[src/rtl/sc_backg_scroll_ctrl_if.sv]
// Handshake bundle between the game controller and the background scroll sequencer.
interface sc_backg_scroll_ctrl_if #(
   parameter int unsigned NUM_ROWS = 8
);
   logic                start_InLow;
   logic                tick_In;
   logic                direction_In;
   logic                pause_InLow;
   logic                level_up_InLow;
   logic                clear_OutLow;
   logic                load_OutLow;
   logic [NUM_ROWS-1:0] rowsel_Out;
   logic [1:0]          shiftselection_Out;
   logic                transition_Out;
   logic [1:0]          level_Out;
   logic                busy_Out;

   modport master (
      output start_InLow, tick_In, direction_In, pause_InLow, level_up_InLow,
      input  clear_OutLow, load_OutLow, rowsel_Out, shiftselection_Out, transition_Out,
      input  level_Out, busy_Out
   );

   modport slave (
      input  start_InLow, tick_In, direction_In, pause_InLow, level_up_InLow,
      output clear_OutLow, load_OutLow, rowsel_Out, shiftselection_Out, transition_Out,
      output level_Out, busy_Out
   );
endinterface

[src/rtl/sc_backg_scroll_ctrl.sv]
// Background row-register sequencer: clear, load rows, periodic rotate, level transitions.
// Optional macro BACKG_AUTO_LEVEL_EN advances the level automatically every 16 shifts.
module sc_backg_scroll_ctrl #(
   parameter int unsigned NUM_ROWS     = 8,
   parameter int unsigned SHIFT_PERIOD = 4,
   parameter int unsigned LEVEL_MAX    = 3
) (
   input logic                   SC_RegBACKGTYPE_CLOCK_50,
   input logic                   SC_RegBACKGTYPE_RESET_InHigh,
   sc_backg_scroll_ctrl_if.slave bus
);

   localparam int unsigned RowW = (NUM_ROWS > 1) ? $clog2(NUM_ROWS) : 1;
   localparam logic [RowW-1:0] RowLast   = RowW'(NUM_ROWS - 1);
   localparam logic [7:0]      PerReload = 8'(SHIFT_PERIOD - 1);
   localparam logic [1:0]      LevelLast = 2'(LEVEL_MAX);

   localparam logic [2:0] StIdle  = 3'd0;
   localparam logic [2:0] StClear = 3'd1;
   localparam logic [2:0] StLoad  = 3'd2;
   localparam logic [2:0] StRun   = 3'd3;
   localparam logic [2:0] StTrans = 3'd4;

   logic [2:0]          state_q, state_d;
   logic [RowW-1:0]     row_cnt_q, row_cnt_d;
   logic [7:0]          per_cnt_q, per_cnt_d;
   logic [1:0]          level_q, level_d;
   logic                clear_q, clear_d;
   logic                load_q, load_d;
   logic [NUM_ROWS-1:0] rowsel_q, rowsel_d;
   logic [1:0]          shift_sel_q, shift_sel_d;
   logic                trans_q, trans_d;
   logic                busy_q, busy_d;
   logic                shift_due;
   logic                level_req;

`ifdef BACKG_AUTO_LEVEL_EN
   logic [3:0] shift_cnt_q, shift_cnt_d;
   logic       auto_q, auto_d;

   // auto_q pulses the cycle after the 16th shift and is consumed by RUN as a level request.
   assign level_req = !bus.level_up_InLow || auto_q;
`else
   assign level_req = !bus.level_up_InLow;
`endif

   always_comb begin
      state_d   = state_q;
      row_cnt_d = row_cnt_q;
      per_cnt_d = per_cnt_q;
      level_d   = level_q;
      shift_due = 1'b0;
      case (state_q)
         StIdle: begin
            if (!bus.start_InLow) state_d = StClear;
         end
         StClear: begin
            row_cnt_d = '0;
            state_d   = StLoad;
         end
         StLoad: begin
            if (row_cnt_q == RowLast) begin
               state_d   = StRun;
               per_cnt_d = PerReload;
            end else begin
               row_cnt_d = row_cnt_q + 1'b1;
            end
         end
         StRun: begin
            // A level request outranks a shift falling due on the same tick.
            if (level_req) begin
               state_d = StTrans;
            end else if (bus.pause_InLow && bus.tick_In) begin
               if (per_cnt_q == '0) begin
                  shift_due = 1'b1;
                  per_cnt_d = PerReload;
               end else begin
                  per_cnt_d = per_cnt_q - 8'd1;
               end
            end
         end
         StTrans: begin
            level_d = (level_q == LevelLast) ? 2'd0 : level_q + 2'd1;
            state_d = StClear;
         end
         default: state_d = StIdle;
      endcase
   end

`ifdef BACKG_AUTO_LEVEL_EN
   always_comb begin
      shift_cnt_d = shift_cnt_q;
      auto_d      = shift_due && (shift_cnt_q == 4'hf);
      if (state_q == StClear) shift_cnt_d = 4'd0;
      else if (shift_due)     shift_cnt_d = shift_cnt_q + 4'd1;
   end

   always_ff @(posedge SC_RegBACKGTYPE_CLOCK_50 or posedge SC_RegBACKGTYPE_RESET_InHigh) begin
      if (SC_RegBACKGTYPE_RESET_InHigh) begin
         shift_cnt_q <= 4'd0;
         auto_q      <= 1'b0;
      end else begin
         shift_cnt_q <= shift_cnt_d;
         auto_q      <= auto_d;
      end
   end
`endif

   // Outputs are decoded from the next state so the registered copy lines up with state_q.
   always_comb begin
      clear_d     = (state_d != StClear);
      load_d      = (state_d != StLoad);
      trans_d     = (state_d == StTrans);
      busy_d      = (state_d != StIdle);
      shift_sel_d = 2'b00;
      if (shift_due) shift_sel_d = bus.direction_In ? 2'b10 : 2'b01;
      rowsel_d = '0;
      case (state_d)
         StClear, StTrans: rowsel_d = '1;
         StLoad:           rowsel_d = NUM_ROWS'(1) << row_cnt_d;
         StRun:            rowsel_d = shift_due ? '1 : '0;
         default:          rowsel_d = '0;
      endcase
   end

   always_ff @(posedge SC_RegBACKGTYPE_CLOCK_50 or posedge SC_RegBACKGTYPE_RESET_InHigh) begin
      if (SC_RegBACKGTYPE_RESET_InHigh) begin
         state_q     <= StIdle;
         row_cnt_q   <= '0;
         per_cnt_q   <= 8'd0;
         level_q     <= 2'd0;
         clear_q     <= 1'b1;
         load_q      <= 1'b1;
         rowsel_q    <= '0;
         shift_sel_q <= 2'b00;
         trans_q     <= 1'b0;
         busy_q      <= 1'b0;
      end else begin
         state_q     <= state_d;
         row_cnt_q   <= row_cnt_d;
         per_cnt_q   <= per_cnt_d;
         level_q     <= level_d;
         clear_q     <= clear_d;
         load_q      <= load_d;
         rowsel_q    <= rowsel_d;
         shift_sel_q <= shift_sel_d;
         trans_q     <= trans_d;
         busy_q      <= busy_d;
      end
   end

   assign bus.clear_OutLow       = clear_q;
   assign bus.load_OutLow        = load_q;
   assign bus.rowsel_Out         = rowsel_q;
   assign bus.shiftselection_Out = shift_sel_q;
   assign bus.transition_Out     = trans_q;
   assign bus.level_Out          = level_q;
   assign bus.busy_Out           = busy_q;

endmodule

[src/flat_wrapper.sv]
// flat-port wrapper written by rule: the top's interface ports become plain ports
module sc_backg_scroll_ctrl_flat 
#(
   parameter int unsigned NUM_ROWS     = 8,
   parameter int unsigned SHIFT_PERIOD = 4,
   parameter int unsigned LEVEL_MAX    = 3
)
  (SC_RegBACKGTYPE_CLOCK_50, SC_RegBACKGTYPE_RESET_InHigh, bus_start_InLow, bus_tick_In, bus_direction_In, bus_pause_InLow, bus_level_up_InLow, bus_clear_OutLow, bus_load_OutLow, bus_rowsel_Out, bus_shiftselection_Out, bus_transition_Out, bus_level_Out, bus_busy_Out);
  sc_backg_scroll_ctrl_if #(.NUM_ROWS(NUM_ROWS)) bus_i ();
  input logic SC_RegBACKGTYPE_CLOCK_50;
  input logic SC_RegBACKGTYPE_RESET_InHigh;
  input wire logic [$bits(bus_i.start_InLow)-1:0] bus_start_InLow;
  input wire logic [$bits(bus_i.tick_In)-1:0] bus_tick_In;
  input wire logic [$bits(bus_i.direction_In)-1:0] bus_direction_In;
  input wire logic [$bits(bus_i.pause_InLow)-1:0] bus_pause_InLow;
  input wire logic [$bits(bus_i.level_up_InLow)-1:0] bus_level_up_InLow;
  output wire logic [$bits(bus_i.clear_OutLow)-1:0] bus_clear_OutLow;
  output wire logic [$bits(bus_i.load_OutLow)-1:0] bus_load_OutLow;
  output wire logic [$bits(bus_i.rowsel_Out)-1:0] bus_rowsel_Out;
  output wire logic [$bits(bus_i.shiftselection_Out)-1:0] bus_shiftselection_Out;
  output wire logic [$bits(bus_i.transition_Out)-1:0] bus_transition_Out;
  output wire logic [$bits(bus_i.level_Out)-1:0] bus_level_Out;
  output wire logic [$bits(bus_i.busy_Out)-1:0] bus_busy_Out;
  assign bus_i.start_InLow = bus_start_InLow;
  assign bus_i.tick_In = bus_tick_In;
  assign bus_i.direction_In = bus_direction_In;
  assign bus_i.pause_InLow = bus_pause_InLow;
  assign bus_i.level_up_InLow = bus_level_up_InLow;
  assign bus_clear_OutLow = bus_i.clear_OutLow;
  assign bus_load_OutLow = bus_i.load_OutLow;
  assign bus_rowsel_Out = bus_i.rowsel_Out;
  assign bus_shiftselection_Out = bus_i.shiftselection_Out;
  assign bus_transition_Out = bus_i.transition_Out;
  assign bus_level_Out = bus_i.level_Out;
  assign bus_busy_Out = bus_i.busy_Out;
  sc_backg_scroll_ctrl #(.NUM_ROWS(NUM_ROWS), .SHIFT_PERIOD(SHIFT_PERIOD), .LEVEL_MAX(LEVEL_MAX)) u_core (.SC_RegBACKGTYPE_CLOCK_50(SC_RegBACKGTYPE_CLOCK_50), .SC_RegBACKGTYPE_RESET_InHigh(SC_RegBACKGTYPE_RESET_InHigh), .bus(bus_i));
endmodule
[config.mk]
export PLATFORM = sky130hd
export DESIGN_NAME = sc_backg_scroll_ctrl_flat
export DESIGN_NICKNAME = d
export VERILOG_FILES = /design/src/rtl/sc_backg_scroll_ctrl_if.sv /design/src/rtl/sc_backg_scroll_ctrl.sv /design/src/flat_wrapper.sv
export SDC_FILE = /design/constraint.sdc
export NUM_CORES = 1
export LEC_CHECK = 0
export ABC_AREA = 1
export ABC_CLOCK_PERIOD_IN_PS = 1500
export BUFFER_PORTS_ARGS = -buffer_cell sky130_fd_sc_hd__buf_4
export CAP_MARGIN = 0
export CORE_UTILIZATION = 44
export CTS_BUF_LIST = sky130_fd_sc_hd__clkbuf_4 sky130_fd_sc_hd__clkbuf_8 sky130_fd_sc_hd__clkbuf_16
export CTS_CLUSTER_SIZE = 14
export DETAILED_ROUTE_END_ITERATION = 7
export PLACE_DENSITY = 0.67
export SYNTH_ARGS = -nofsm -noshare
export SYNTH_HDL_FRONTEND = slang
export SYNTH_SLANG_ARGS = --single-unit
[constraint.sdc]
create_clock -name SC_RegBACKGTYPE_CLOCK_50 -period 1.5 [get_ports SC_RegBACKGTYPE_CLOCK_50]
set_input_delay 0.3 -clock SC_RegBACKGTYPE_CLOCK_50 [delete_from_list [all_inputs] [get_ports SC_RegBACKGTYPE_CLOCK_50]]
set_output_delay 0.3 -clock SC_RegBACKGTYPE_CLOCK_50 [all_outputs]
set_load 0.02 [all_outputs]
==> run metrics, run 1 <==
vias per cell 4.77; synthesized cell area 1480 um^2; average cell area after synthesis 8.15 um^2; largest driver fanout on the critical path 4; most utilized layer in the global route result met2; Iter 0 DRT Violations 54; share of the synthesized area in the top cell type 47.3%; number of global-route vias before repair roughly 1300; setup slack of the most critical reg-to-reg path 0.06 ns; Leak 1.05 nW; MaxCap Viol Count 0; Worst Skew 0.0128 ns; share of cells above drive strength 1 between 20% and 30%; largest net degree at the start of global routing 31; Final Core Density slightly below 60%; # setup viols final 0; net switching fraction of the power approximately 45%; most frequent cells after synthesis 54 x nand2_1, 28 x dfrtp_1, 27 x inv_1; post-detailed-route count of antenna-violating nets 0; flip-flop and latch count after synthesis 30; critical path endpoint category flip-flop; internal power between 0.002 and 0.0025 W; maximum clock frequency 693 MHz; placeable core region 3130 um^2; depth of the worst register-to-register path 8; setup repair after global routing missed its margin true; top-count cell post-synth nand2_1; power density cells 2170 nW/um^2; Worst Path Class, Setup reg -> reg; Fin. Hold Viols 0; Clock Sink Count 30; HP Class in -> async; mean routed wirelength per cell 11.5 um; crit path DAT 1.71 ns; outcome completed; Net count, final about 230; Comb power frac 54.0%; Skew-Pair Late Insertion Delay 0.32 ns; main flop type after synthesis dfrtp_1; post-CTS clock slew at the launch and capture registers of the worst setup and hold paths 0.10 ns; share of total power in the clock network ~13%; distinct cell type count of the synthesized netlist 23; overall die width 60.1 um; layout filler cell count 307; hold buffers post-CTS 0; TritonCTS clock tree yes; initial antenna violation count 0; net switching power of the design 0.00180 W; share of power burned in registers about 33%; buffer cell driving the clock tree root clkbuf_4; number of flops mapped to enable cells by yosys 0; relative slew slack 75.1%; r2r endpoint u_core.bus.rowsel_Out[4]; CTS Buf Count 5; number of placement rows 20; CP startpoint u_core.row_cnt_q[0]; GRT Resource Usage Total 20.1%; global-route met2 utilization 34.1%; ANT cells 0; Die Span Y 60.1 um; Die Footprint between 3000 and 4000 um^2; global-route met3 utilization 6.71%; number of primary I/O pins 23; first-pass iteration count of the detailed router 4; net count of the mapped netlist 193; met1 Resource Use GR 22.5%; DRC errors left 0; data required time at the worst endpoint 1.76 ns; largest area contributor in the synthesized netlist dfrtp_1; wire length of the first global-routing pass 5.15 mm; share of synthesized area occupied by flip-flops and latches 50.8%; ys async rst share 100%; pin slew with the least headroom to its limit 0.373 ns; effective utilization at floorplan 47.4%; placed wire-length estimate between 2 and 2.5 mm; remaining global-route overflow 0; count of warnings emitted by yosys 0; share of the clock period used by the worst path after layout 96.2%; buffers added on ports 22; post-synthesis to final-layout area growth 24.4%; routability-driven placement congestion ratio 0.820; vias after detailed routing 1263; worst-case clock buffer depth 2; clock period minus worst slack 1.44 ns; wirelength, routed approximately 3.1 mm; max-slew violations 0; kind of start point of the critical path flip-flop; dominant cells by area after synthesis dfrtp_1 47%, nand2_1 14%, inv_1 6.8%, nor2_1 5.1%, nand3_1 4.7%; largest vdd supply drop 0.00116 V; number of instances in the synthesized netlist between 150 and 200; htree depth 2; tightest hold margin ~0.037 ns; startpoint of the lowest-slack register-to-register path u_core.row_cnt_q[0]
[placed cells by master, fill, tap and decap left out, drive strengths merged]
master	synthesis	routed
a21oi	3	3
buf	0	31
clkbuf	0	7
clkinv	1	2
dfrtp	28	28
dfstp	2	2
ha	4	4
inv	28	28
mux2	1	1
nand2	60	60
nand3	15	15
nand4	4	4
nor2	24	24
nor3	1	1
o21a	1	1
o21ai	8	8
xor2	2	2
[final cells by class]
type                       count  area (um^2)  share of cell area, %
timing repair buffer          31          233                   12.6
inverter                      29          114                   6.17
multi-input combinational    123          626                   33.9
sequential                    30          753                   40.8
clock inverter                 1         5.00                  0.271
tap                           44         55.1                   2.99
clock buffer                   7         58.8                   3.19
[registers in the layout, indices dropped and copies added (netlist names)]
signal,count
u_core.state_q,3
u_core.bus.level_Out,2
u_core.bus.clear_OutLow,1
u_core.bus.transition_Out,1
u_core.bus.busy_Out,1
u_core.per_cnt_q,8
u_core.bus.rowsel_Out,8
u_core.bus.shiftselection_Out,2
u_core.row_cnt_q,3
u_core.bus.load_OutLow,1
[metrics by stage]
step / area (um^2) / setup TNS [ns] / cells / worst slack, ns / total power [W]
floorplan: 1480 / 0 / 182 / 0.116 / 0.00275
global placement: 1740 / 0 / 253 / 0.0444 / 0.00333
detailed placement: 1740 / -0.0419 / 253 / -0.0141 / 0.00340
CTS: 1810 / -0.00126 / 262 / -0.00126 / 0.00394
global route: 1840 / -0.170 / 265 / -0.0407 / 0.00438
finish: 1840 / 0 / 265 / 0.0566 / 0.00400
[how the worst max path moves through the flow]
stage               slack, ns                       end
finish                   0.06  u_core.bus.rowsel_Out[4]
detailed placement      -0.01       u_core.per_cnt_q[0]
global route            -0.04  u_core.bus.rowsel_Out[7]
CTS                    -0.001  u_core.bus.rowsel_Out[5]
floorplan                0.12       u_core.per_cnt_q[0]
global placement         0.04       u_core.per_cnt_q[0]
[critical path, cell delays in order, from the launching register on]
cell,delay [ns]
dfrtp_1,0.41
ha_2,0.21
nand2_2,0.08
inv_1,0.08
nand3_2,0.10
nand2_1,0.13
a21oi_2,0.23
nand2_1,0.09
nand2_1,0.06
[kinds of logic after synthesis]
| group | count (synthesis) | synth area share [%] |
|---|---|---|
| simple gates | 104 | 31.7 |
| flops | 30 | 50.8 |
| xor+xnor | 2 | 1.18 |
| buf+inv | 29 | 7.68 |
| mux | 1 | 0.759 |
| compound gates | 12 | 4.47 |
| fa+ha+maj | 4 | 3.38 |
[power by group through the flow]
stage | clock [W] | sequential, W | combinational, W
after global placement | 0 | 0.00133 | 0.00201
final | 0.000512 | 0.00133 | 0.00216
after floorplan | 0 | 0.00151 | 0.00124
after global routing | 0.000566 | 0.00137 | 0.00244
after detailed placement | 0 | 0.00133 | 0.00207
after CTS | 0.000533 | 0.00132 | 0.00209
[routing by layer]
| layer | vias to the layer above | part of all wire, % |
|---|---|---|
| li1 | 641 | - |
| met5 | - | 0 |
| met3 | 6 | 5.0 |
| met4 | 0 | 2.1 |
| met2 | 35 | 50 |
| met1 | 581 | 43 |
[repair_timing]
action,4_1_cts,5_1_grt
endpoints found under the setup margin,7,17
pin swaps,0,1
setup buffers,1,3
gates resized for setup,0,7
(Power assumes the default switching activity.)
==> inputs of run 2 (changes only) <==
Settings changed: CORE_ASPECT_RATIO set to 1.2.
==> run 2 against run 1 <==
  * Non-clock buffer count down 3
  * Clock skew decreased by 0.0046 ns
  * Power is 0.51% lower
  * Hold slack worse by 0.0080 ns
  * First-iteration DRC count is 41% lower
  * Worst setup slack gained 0.059 ns
  * Design area down 1.0%
  * Combinational power about the same
  * Via count rose by 1.6%
  * Critical path type unchanged
==> run metrics, run 2 (same netlist as run 1, synthesis figures left out) <==
outcome completed; post-synthesis to final-layout area growth 23.1%; wirelength, routed 2.95 mm; HP Class in -> async; wire length of the first global-routing pass 5.16 mm; MaxCap Viol Count 0; CTS Buf Count 5; Fin. Hold Viols 0; first-pass iteration count of the detailed router 4; largest driver fanout on the critical path 5; tightest hold margin 0.0287 ns; buffer cell driving the clock tree root clkbuf_4; GRT Resource Usage Total between 20% and 30%; htree depth 2; Net count, final 228; Skew-Pair Late Insertion Delay approximately 0.33 ns; mean routed wirelength per cell 11.6 um; routability-driven placement congestion ratio between 0.7 and 0.8; buffers added on ports 22; post-detailed-route count of antenna-violating nets 0; Final Core Density 58.2%; crit path DAT 1.61 ns; leading cell type in the layout, fill and taps excluded nand2_1; Die Footprint 3610 um^2; post-CTS clock slew at the launch and capture registers of the worst setup and hold paths 0.09 ns; overall die width 55.0 um; Leak 1.03 nW; Die Span Y 65.6 um; pin slew with the least headroom to its limit between 0.3 and 0.4 ns; Clock Sink Count 30; clock period minus worst slack between 1 and 1.5 ns; data required time at the worst endpoint 1.73 ns; power density cells 2180 nW/um^2; vias after detailed routing between 1000 and 1500; layout filler cell count between 200 and 300; top library cells by usage in the layout, fill and taps aside 53 x nand2_1, 28 x buf_4, 27 x dfrtp_1, 25 x inv_1, 17 x nor2_1; # setup viols final 0; kind of start point of the critical path flip-flop; placed wire-length estimate 2.26 mm; largest net degree at the start of global routing 31; max-slew violations 0; initial antenna violation count 0; largest vdd supply drop roughly 0.0014 V; number of placement rows 22; remaining global-route overflow 0; maximum clock frequency 722 MHz; number of primary I/O pins 23; share of cells above drive strength 1 between 20 and 30%; ANT cells 0; vias per cell 5.05; sequential standard cell area 754 um^2; Worst Skew just over 0.008 ns; number of global-route vias before repair roughly 1300; hold buffers post-CTS 0; area of the multi-input gates roughly 640 um^2; Worst Path Class, Setup reg -> reg; placeable core region 3140 um^2; relative slew slack between 70% and 80%; share of the clock period used by the worst path after layout between 90% and 100%; Iter 0 DRT Violations 32; TritonCTS clock tree yes; critical path endpoint category flip-flop; effective utilization at floorplan 47.2%; setup repair after global routing missed its margin true; worst-case clock buffer depth 2; DRC errors left 0
==> run 2: power breakdown <==
group | leakage (nW) | switching (W) | internal (W) | total [W]
clock network | 0.0387 | 0.000265 | 0.000245 | 0.000510
logic | 0.609 | 0.00133 | 0.000798 | 0.00213
registers | 0.381 | 0.000204 | 0.00113 | 0.00134
total | 1.03 | 0.00180 | 0.00218 | 0.00398
==> run 2: final cells by class <==
cell class	count	share of cell area, %
repair buffers	28	11.5
flip-flops and latches	30	41.3
multi-input cells	123	35.0
inverters	29	6.24
clock buffers	7	3.22
well taps	36	2.47
clock inverters	1	0.274
==> run 2: timing repair <==
action	4_1_cts	5_1_grt
setup endpoints to repair	3	15
buffers inserted	0	2
resized for setup	1	11
pin swaps	0	3
==> run 2: path summary, 6_finish.rpt <==
check,cells after the start,end,start,slack (ns)
setup / recovery,9,u_core.per_cnt_q[5],u_core.row_cnt_q[0],0.12
setup reg to reg,9,u_core.per_cnt_q[5],u_core.row_cnt_q[0],0.12
max in group asynchronous,3,u_core.bus.clear_OutLow,SC_RegBACKGTYPE_RESET_InHigh,1.16
hold reg to reg,1,u_core.bus.level_Out[1],u_core.bus.level_Out[1],0.55
min in group SC_RegBACKGTYPE_CLOCK_50,2,u_core.bus.shiftselection_Out[0],bus_direction_In,0.12
hold / removal,3,u_core.per_cnt_q[5],SC_RegBACKGTYPE_RESET_InHigh,0.03
==> run 2: critical path, cell delays in order (launching register included) <==
cell and delay, ns:
dfrtp_1 0.39, ha_2 0.21, nand2_2 0.07, inv_2 0.08
nand3_2 0.12, nand2_4 0.10, nand2_4 0.07, buf_4 0.15
nand2_1 0.05, nand2_1 0.06
==> run 2: layer usage <==
metal | vias up | GRT usage, % | wire [um]
met1 | 611 | 20.8 | 1120
met2 | 27 | 36.6 | 1590
li1 | 632 | - | -
met3 | 13 | 6.02 | 129
met5 | - | 0 | 0
met4 | 0 | 10.3 | 99
==> run 2: metrics by stage <==
step           cells  total power [W]  instance area, um^2  setup slack (ns)  TNS (ns)
2_1_floorplan    182          0.00275                 1480             0.116         0
3_3_place_gp     244          0.00333                 1720            0.0594         0
3_5_place_dp     244          0.00342                 1720           -0.0337   -0.0473
4_1_cts          252          0.00396                 1790            0.0159         0
5_1_grt          254          0.00436                 1830           -0.0205   -0.0205
6_report         254          0.00398                 1830             0.116         0
==> inputs of run 3 (changes only) <==
Settings changed: ABC_AREA 1 to 0.
==> run 3 against run 2 <==
  * The flow now finishes with violations (setup timing)
  * Clock skew increased by 0.0043 ns
  * First-iteration DRC count decreased by 13%
  * Worst setup slack got worse by 0.40 ns
  * Sequential power decreased by 7%
  * Utilization increased by 7.5 points
  * Largest power group unchanged
  * Sequential share of layout area decreased by 4.1 points
  * Critical path type unchanged
  * Register-to-register slack got worse by 0.40 ns
  * Highest routed layer unchanged
  * Flip-flop and latch count unchanged
==> run metrics, run 3 <==
outcome finished, violations left; failing checks setup timing; number of instances in the synthesized netlist 136; wirelength, routed about 3.2 mm; vias after detailed routing 1191; number of buffer and inverter stages on the critical path 0; Worst Path Class, Setup reg -> reg; power density cells 2100 nW/um^2; flip-flop and latch count after synthesis 30; r2r endpoint u_core.per_cnt_q[6]; count of warnings emitted by yosys 0; Leak 0.958 nW; post-detailed-route count of antenna-violating nets 0; remaining global-route overflow 0; buffers added on ports 22; placed wire-length estimate 2.25 mm; net count of the mapped netlist 147; data required time at the worst endpoint 1.73 ns; startpoint of the lowest-slack register-to-register path u_core.per_cnt_q[3]; wire length of the first global-routing pass 5.31 mm; number of global-route vias before repair 1216; HP Class in -> async; Fin. Hold Viols 0; effective utilization at floorplan 46.3%; Worst Skew 0.0125 ns; initial antenna violation count 0; number of primary I/O pins 23; crit path DAT 2.01 ns; synthesized cell area roughly 1400 um^2; share of cells above drive strength 1 45.0%; buffer cell driving the clock tree root clkbuf_4; distinct cell type count of the synthesized netlist 39; mean routed wirelength per cell approximately 14 um; share of the clock period used by the worst path after layout 119%; max-slew violations 0; maximum clock frequency 561 MHz; placeable core region 3080 um^2; CP startpoint u_core.per_cnt_q[3]; non-filler instance count after layout around 230; setup repair after global routing missed its margin true; depth of the worst register-to-register path 4; largest net degree at the start of global routing 31; Skew-Pair Late Insertion Delay 0.34 ns; WP depth 4; Net count, final 201; worst-case clock buffer depth 2; relative slew slack 71.8%; top-count cell post-synth dfrtp_1; share of synthesized area occupied by flip-flops and latches 52.7%; highest-delay cell along the critical path or4_4; smallest setup slack after layout -0.284 ns; post-synthesis to final-layout area growth 41.7%; first-pass iteration count of the detailed router 4; pin slew with the least headroom to its limit 0.420 ns; routability-driven placement congestion ratio 0.844; GRT Resource Usage Total between 20% and 30%; dominant cells by area after synthesis dfrtp_1 49%, xnor2_1 4.3%, nor2_1 4.2%, dfstp_2 3.7%, ha_1 3.5%; kind of start point of the critical path flip-flop; hold buffers post-CTS 0; ys async rst share 100%; DRC errors left 0; main flop type after synthesis dfrtp_1; largest area contributor in the synthesized netlist dfrtp_1; CP peak stage delay about 0.58 ns; Clock Sink Count 30; htree depth 2; total instance count after detailed placement ~220; vias per cell 5.25; # setup viols final 17; MaxCap Viol Count 0; overall die width 54.0 um; setup slack of the most critical reg-to-reg path -0.28 ns; post-CTS clock slew at the launch and capture registers of the worst setup and hold paths about 0.10 ns; number of flops mapped to enable cells by yosys 0; TritonCTS clock tree yes; ANT cells 0; share of the synthesized area in the top cell type around 49%; average cell area after synthesis ~11 um^2; number of placement rows 22; kind of cell adding the most delay to the critical path simple AND/OR/NAND/NOR gates; top library cells by usage in the layout, fill and taps aside 51 x buf_4, 27 x dfrtp_1, 15 x nor2_1, 8 x a21oi_1; largest driver fanout on the critical path 6; largest vdd supply drop 0.00136 V; most frequent cells after synthesis 28 x dfrtp_1, 16 x nor2_1, 9 x inv_1, 9 x o21ai_0, 8 x a21oi_1; leading cell type in the layout, fill and taps excluded buf_4; Iter 0 DRT Violations 28; Final Core Density 65.7%; CTS Buf Count 5; Die Span Y 64.4 um; pre-CTS WS -0.290 ns; ordered cell list for the critical path or4_4 -> or3_4 -> a21oi_4 -> nor2_1; clock period minus worst slack 1.78 ns; critical path endpoint category flip-flop; Die Footprint 3480 um^2
-- run 3: cell types whose count changed in the layout (fill, tap and decap cells not counted), moves of 6 or more --
cell / before / now
nand2_1: 53 / 5
buf_4: 28 / 51
a21oi_1: 2 / 8
xnor2_1: 0 / 7
inv_1: 25 / 7
nand3_1: 13 / 1
-- run 3: timing repair --
item | in CTS | in global routing
buffers inserted | 1 | 2
pin swaps | 7 | 9
resized for setup | 9 | 9
endpoints found under the setup margin | 18 | 19
hold endpoints to repair | 0 | 0
-- run 3: area by class of cell --
class	count	area, um^2
Fill cell	252	1060
Sequential cell	30	754
Multi-Input combinational cell	93	697
Timing Repair Buffer	51	383
Clock inverter	2	60.1
Clock buffer	6	51.3
Tap cell	36	45.0
Inverter	9	33.8
-- run 3: per-stage QoR --
step | power (W) | hold slack [ns] | TNS (ns) | instance area [um^2]
floorplan | 0.00232 | 0.366 | -2.23 | 1430
global placement | 0.00311 | 0.395 | -3.08 | 1820
detailed placement | 0.00317 | 0.402 | -3.83 | 1820
CTS | 0.00408 | 0.0210 | -3.56 | 1970
global route | 0.00453 | 0.0437 | -4.74 | 2020
finish | 0.00425 | 0.0213 | -3.42 | 2020
-- run 3: how the worst max path moves through the flow --
stage,to,slack [ns]
2_1_floorplan,u_core.per_cnt_q[2],-0.20
3_3_place_gp,u_core.per_cnt_q[7],-0.22
3_5_place_dp,u_core.per_cnt_q[3],-0.29
4_1_cts,u_core.per_cnt_q[6],-0.26
5_1_grt,u_core.per_cnt_q[2],-0.34
6_report,u_core.per_cnt_q[6],-0.28
-- run 3: worst min-delay path, delay by kind of cell --
kind     cells  cell delay (ns)
buf+inv      3             0.49
-- run 3: report_power, final --
group	internal, W	switching, W
Clock	0.000565	0.000286
Sequential	0.00110	0.000156
Combinational	0.00102	0.00113
Total	0.00268	0.00157
-- run 3: kinds of logic after synthesis --
| group | after synthesis | share of synthesized area [%] |
|---|---|---|
| flops | 30 | 52.7 |
| xor+xnor | 7 | 4.29 |
| fa+ha+maj | 4 | 3.50 |
| compound gates | 35 | 17.5 |
| mux | 2 | 1.49 |
| simple gates | 45 | 17.1 |
| buf+inv | 13 | 3.41 |
-- run 3: routing by layer --
metal / global-route usage, % / wire [um]
met2: 34.7 / 1620
met1: 24.3 / 1340
met4: 11.5 / 62
met5: 0 / 0
met3: 7.04 / 161
